--- config.mk ---
export PLATFORM = sky130hd
export DESIGN_NAME = cnt_gate_ctrl
export DESIGN_NICKNAME = d
export VERILOG_FILES = /design/src/rtl/cnt_gate_ctrl.sv
export SDC_FILE = /design/constraint.sdc
export NUM_CORES = 1
export LEC_CHECK = 0
export CELL_PAD_IN_SITES_DETAIL_PLACEMENT = 0
export CELL_PAD_IN_SITES_GLOBAL_PLACEMENT = 2
export CORE_MARGIN = 2
export CORE_UTILIZATION = 29
export DETAILED_ROUTE_END_ITERATION = 8
export PLACE_DENSITY_LB_ADDON = 0.1
export SYNTH_ARGS = -nofsm -noshare
export SYNTH_HDL_FRONTEND = slang
export SYNTH_SLANG_ARGS = --single-unit
--- constraint.sdc ---
create_clock -name i_clk -period 1.99 [get_ports i_clk]
set_input_delay 0.597 -clock i_clk [delete_from_list [all_inputs] [get_ports i_clk]]
set_output_delay 0.597 -clock i_clk [all_outputs]
set_load 0.005 [all_outputs]
--- src/rtl/cnt_gate_ctrl.sv ---
// Gate controller and result sampler for the event counter: opens a timed count window, waits
// for the counter's input filter to settle, then captures the count and a wrap flag for readout.
// Optional feature: define CNT_GATE_AUTO_EN for continuous back-to-back measurements.
module cnt_gate_ctrl #(
  parameter int unsigned CNT_WIDTH  = 8,
  parameter int unsigned GATE_WIDTH = 16,
  parameter int unsigned SETTLE_LEN = 20
) (
  input  logic                  i_clk,
  input  logic                  i_rst_n,
  input  logic                  i_start,
  input  logic [GATE_WIDTH-1:0] i_gate_len,
  input  logic [CNT_WIDTH-1:0]  i_cnt,
  output logic                  o_cnt_en,
  output logic                  o_cnt_rst,
  output logic [CNT_WIDTH-1:0]  o_result,
  output logic                  o_ovf,
  output logic                  o_valid,
  input  logic                  i_ready,
  output logic                  o_busy
);

  localparam int unsigned SetW = (SETTLE_LEN < 2) ? 1 : $clog2(SETTLE_LEN + 1);

  typedef enum logic [2:0] {
    StIdle,
    StClear,
    StGate,
    StSettle,
    StHold
  } state_e;

  state_e                r_state;
  state_e                w_state_nxt;
  logic [GATE_WIDTH-1:0] r_gate_len;
  logic [GATE_WIDTH-1:0] r_gate_tmr;
  logic [SetW-1:0]       r_set_tmr;
  logic [CNT_WIDTH-1:0]  r_cnt_prev;
  logic                  r_ovf_flag;
  logic                  r_cnt_en;
  logic                  r_cnt_rst;
  logic [CNT_WIDTH-1:0]  r_result;
  logic                  r_ovf;
  logic                  r_valid;
  logic                  r_busy;
  logic                  w_wrap;
  logic                  w_start_ok;

  assign w_wrap     = (i_cnt < r_cnt_prev);
  assign w_start_ok = i_start && (i_gate_len != '0);

  always_comb begin
    w_state_nxt = r_state;
    unique case (r_state)
      StIdle:   if (w_start_ok) w_state_nxt = StClear;
      StClear:  w_state_nxt = StGate;
      StGate:   if (r_gate_tmr == GATE_WIDTH'(1)) w_state_nxt = StSettle;
      StSettle: if (r_set_tmr == SetW'(1)) w_state_nxt = StHold;
      StHold: begin
        if (i_ready) begin
`ifdef CNT_GATE_AUTO_EN
          w_state_nxt = StClear;
`else
          w_state_nxt = StIdle;
`endif
        end
      end
      default:  w_state_nxt = StIdle;
    endcase
  end

  // Output flags are decoded from the next state so every output is a plain register.
  always_ff @(posedge i_clk) begin
    if (!i_rst_n) begin
      r_state    <= StIdle;
      r_gate_len <= '0;
      r_gate_tmr <= '0;
      r_set_tmr  <= '0;
      r_cnt_prev <= '0;
      r_ovf_flag <= 1'b0;
      r_cnt_en   <= 1'b0;
      r_cnt_rst  <= 1'b0;
      r_result   <= '0;
      r_ovf      <= 1'b0;
      r_valid    <= 1'b0;
      r_busy     <= 1'b0;
    end else begin
      r_state   <= w_state_nxt;
      r_cnt_rst <= (w_state_nxt == StClear);
      r_cnt_en  <= (w_state_nxt == StGate);
      r_valid   <= (w_state_nxt == StHold);
      r_busy    <= (w_state_nxt != StIdle);
      unique case (r_state)
        StIdle: begin
          if (w_start_ok) r_gate_len <= i_gate_len;
        end
        StClear: begin
          r_gate_tmr <= r_gate_len;
          r_cnt_prev <= '0;
          r_ovf_flag <= 1'b0;
        end
        StGate: begin
          r_gate_tmr <= r_gate_tmr - GATE_WIDTH'(1);
          r_cnt_prev <= i_cnt;
          if (w_wrap) r_ovf_flag <= 1'b1;
          if (r_gate_tmr == GATE_WIDTH'(1)) r_set_tmr <= SetW'(SETTLE_LEN);
        end
        StSettle: begin
          r_set_tmr  <= r_set_tmr - SetW'(1);
          r_cnt_prev <= i_cnt;
          if (w_wrap) r_ovf_flag <= 1'b1;
          // A wrap seen on the capture cycle itself still counts for this measurement.
          if (r_set_tmr == SetW'(1)) begin
            r_result <= i_cnt;
            r_ovf    <= r_ovf_flag | w_wrap;
          end
        end
        StHold: begin
        end
        default: begin
        end
      endcase
    end
  end

  assign o_cnt_en  = r_cnt_en;
  assign o_cnt_rst = r_cnt_rst;
  assign o_result  = r_result;
  assign o_ovf     = r_ovf;
  assign o_valid   = r_valid;
  assign o_busy    = r_busy;

endmodule

## After elaboration in Yosys (flattened, before gate mapping)

Index checks and enable logic that the tools add are counted.

- Register bits: 62
- Input bits: 28
- Output and inout port bits: 13

- Add/sub/neg operators: 2
- $lt $le $gt $ge: 1
- Equal/unequal tests: 11
- Muxes and demuxes: 11
- Bitwise logic cells: 1
- Reductions and logical operators: 12

Operators with widths:

| operator | count |
|---|---|
| $pmux 16 s2 | 1 |
| $eq 16x1->1 const B | 1 |
| $pmux 8 s2 | 1 |
| $reduce_bool 16->1 | 1 |
| $sub 16x1->16 const B | 1 |
| $pmux 3 s5 | 1 |
| $mux 3 | 4 |
| $pmux 5 s2 | 1 |
| $eq 3x2->1 const B | 3 |
| $lt 8x8->1 | 1 |
| $reduce_and 2->1 | 4 |
| $eq 3x1->1 const B | 2 |
| $eq 3x3->1 const B | 2 |
| $reduce_bool 2->1 | 3 |
| $eq 5x1->1 const B | 1 |
| $mux 5 | 1 |
| $sub 5x1->5 const B | 1 |
| $logic_not 3->1 | 1 |
| $reduce_bool 3->1 | 1 |
| $ne 2x1->1 const B | 1 |
| $ne 2x2->1 const B | 1 |
| $pmux 1 s2 | 1 |
| $reduce_or 2->1 | 1 |
| $logic_and 1x1->1 | 1 |
| other kinds (2) | 2 |

## Logic depth before layout (Yosys ltp)

- Depth in word-level cells: 5
- Mapped depth: 6
- Gate-level depth less buffers: 6

## Least setup slack after synthesis

Ideal clock, no wire load.

- Kind: input to register
- Start point: input port i_rst_n
- End point: register r_gate_tmr[12]
- Library setup time: 62 ps
- Data arrival time: 1872 ps
- Data required time: 1928 ps
- Slack: 55 ps
- Stages: 5
- Path through: clkbuf_1 -> clkinv_1 -> or4_1 -> or3_1 -> nand3_1

RTL lines:

| what | line | source |
|---|---|---|
| start, declared | 10 | `input logic i_rst_n,` |
| end signal, assigned | 98 | `r_gate_tmr <= r_gate_len;` |
| end signal, assigned | 103 | `r_gate_tmr <= r_gate_tmr - GATE_WIDTH'(1);` |
| end, declared | 36 | `logic [GATE_WIDTH-1:0] r_gate_tmr;` |

## Final worst setup path

- Start point: register r_gate_tmr[5]
- End point: register r_cnt_en, in the netlist o_cnt_en

- Cells in the longest elaborated chain, start to end: 4

Ends and longest elaborated chain:

| what | line | source |
|---|---|---|
| $eq 16x1->1 | 57 | `StGate: if (r_gate_tmr == GATE_WIDTH'(1)) w_state_nxt = StSettle;` |
| $mux 3 | 57 |  |
| $pmux 3 s5 | 54 | `unique case (r_state)` |
| $eq 3x2->1 | 90 | `r_cnt_en <= (w_state_nxt == StGate);` |
| end signal, assigned | 90 |  |
| end, declared | 40 | `logic r_cnt_en;` |

No other way between the ends.
A chain may end at the register's enable or synchronous reset.

==> out/metrics.csv <==
metric;value;unit
vias in the first global route;2666;
first-pass GRT wire length;13900;um
CP Max Fanout;7;
Pwr Density;817;nW/um2
Sink Count;62;
largest net degree at the start of global routing;31;
max-slew violation count;0;
Worst Clk Skew;0.00633;ns
total global routing overflow;0;
vias per cell;5.02;
Cells after Synth;354;
Die Area;11000;um2
max capacitance violation total;0;
Final period util;0.973;
most frequent cells in the layout;61 x dfxtp_1, 44 x a21oi_1, 44 x buf_4;
1st-iter DRT viols;83;
number of buffers created by CTS;9;
Crit Path Class;register to register;
synthesis-to-layout area growth;36.4;%
# rows;36;
GP Congestion;0.762;
Final Power;3.29;mW
IO Pins;41;
Buffers on Ports;40;
Worst slew margin;0.471;
final wirelength;8550;um
height of the die;105;um
GR Util All Layers;0.158;
initial antenna violation count;0;
Tmin final;1.94;ns
Yosys reg bits;62;
Setup TNS Final;0;ns
post-synth cell types;53;
worst skew pair latency;0.33;ns
Final setup viols;0;
mean post-synth cell area;8.34;um2
Core Footprint;9820;um2
crit path capture type;register;
Root Driver;clkbuf_8;
Post-CTS Hold Buffers;0;
f_max;516;MHz
antenna diode count;0;
Final WS setup;0.0531;ns
unrepaired setup endpoints after global routing;true;
crit path launch;r_gate_tmr[5]$_SDFFE_PN0P_;
HPWL after detailed placement;5880;um
Synth Cell Area;2950;um2
Post-synth EDFFs;0;
via count;2832;
syn_nets;393;
Least-Margin Pin Slew;0.791;ns
Die Wd;105;um
status;complete, no violations;
type of origin of the critical path;register;
count of final hold-check violations;0;
sequential area share after synthesis;0.420;
most common cell after layout, fill and taps aside;dfxtp_1;
First-pass DRT Iterations;4;
share of cells above drive strength 1;0.179;
post-route ant nets;0;
asr flop ratio synth;0;
worst hold path class;register to register;
Pleak;1.43;nW
DRC violations left;0;
number of H-tree levels;3;
ys flop type;dfxtp_1;
CTS tree;yes;
DP Worst Slack;-0.310;ns
clock slew at the register clock pins of the worst setup and hold paths;0.07;ns
YS warnings;0;
Worst R2R Start;r_gate_tmr[5]$_SDFFE_PN0P_;
Max IR drop VDD;0.328;mV
wire per inst;15.2;um
Layout Nets;468;
CP required;2.21;ns
Worst Min Path Start;o_result[7]$_SDFFE_PN0P_;
WP data arrival;2.16;ns
Initial Utilization;0.301;
CTS Buffer Depth;2;
## power breakdown
group,switching [mW],total (mW),internal (mW)
Combinational,0.378,0.749,0.371
Sequential,0.0747,1.41,1.33
Clock,0.475,1.14,0.661
## synth_stat cells (all sizes together) (5+ instances only)
master,number,area (um2)
a21oi,44,220
a22oi,9,67.6
a31oi,10,62.6
clkbuf,22,82.6
dfxtp,62,1240
ha,11,138
inv,12,45.0
nand2,32,120
nand3,21,105
nor2,23,86.3
nor4,5,31.3
o211ai,8,60.1
o21ai,22,110
or3,9,65.1
## sequential cells by signal (all words and copies together), names as in the netlist
signal      count
r_gate_len     16
r_gate_tmr     16
o_result        8
r_cnt_prev      8
r_set_tmr       5
r_state         3
o_busy          1
o_cnt_en        1
o_cnt_rst       1
o_ovf           1
o_valid         1
r_ovf_flag      1
## kinds of logic (layout without fill, tap and decap cells)
| family | after synthesis | in the layout | share of synthesized area |
|---|---|---|---|
| xor gates and xnor gates | 2 | 2 | 0.00593 |
| DFF | 62 | 62 | 0.420 |
| adders and majority gates | 11 | 11 | 0.0466 |
| buffers and inverters | 37 | 114 | 0.0496 |
| AOI/OAI and AO/OA | 117 | 117 | 0.244 |
| and+or+nand+nor | 125 | 125 | 0.233 |
## per-stage QoR
stage / utilization / cells / hold WS, ns / area [um2]
finish: 0.410 / 564 / 0.455 / 4030
global route: 0.410 / 564 / 0.479 / 4030
CTS: 0.407 / 562 / 0.459 / 4000
detailed placement: 0.388 / 549 / 0.448 / 3810
global placement: 0.388 / 549 / 0.446 / 3810
floorplan: - / 354 / 0.443 / 2950
## repair_timing
item	4_1_cts	5_1_grt
gates resized for setup	0	6
setup endpoints to repair	0	15
setup buffers	0	2
## routing by layer
layer	global-route usage	wire [um]	part of all wire
met5	0	0	0
met1	0.237	4650	0.54
met3	0.0331	226	0.026
met2	0.224	3620	0.42
met4	0.0486	58	0.0068
## final cells by class
class / instances / area, um2
Clock inverter: 1 / 30.0
Sequential cell: 62 / 1240
Clock buffer: 12 / 165
Fill cell: 1049 / 5790
Timing Repair Buffer: 88 / 796
Tap cell: 133 / 166
Multi-Input combinational cell: 255 / 1580
Inverter: 13 / 48.8
## final timing paths
path / slack (ns) / end / depth (start not counted)
max: 0.05 / o_cnt_en$_SDFF_PN0_ / 4
min: 0.45 / o_result[7]$_SDFFE_PN0P_ / 2
max reg2reg: 0.05 / o_cnt_en$_SDFF_PN0_ / 4
min reg2reg: 0.45 / o_result[7]$_SDFFE_PN0P_ / 2
## critical path, stage by stage (launching register included)
cell     delay (ns)
dfxtp_2        0.33
or3_4          0.36
or4b_4         0.57
or2_2          0.40
and4_1         0.18
(Power assumes the default switching activity.)
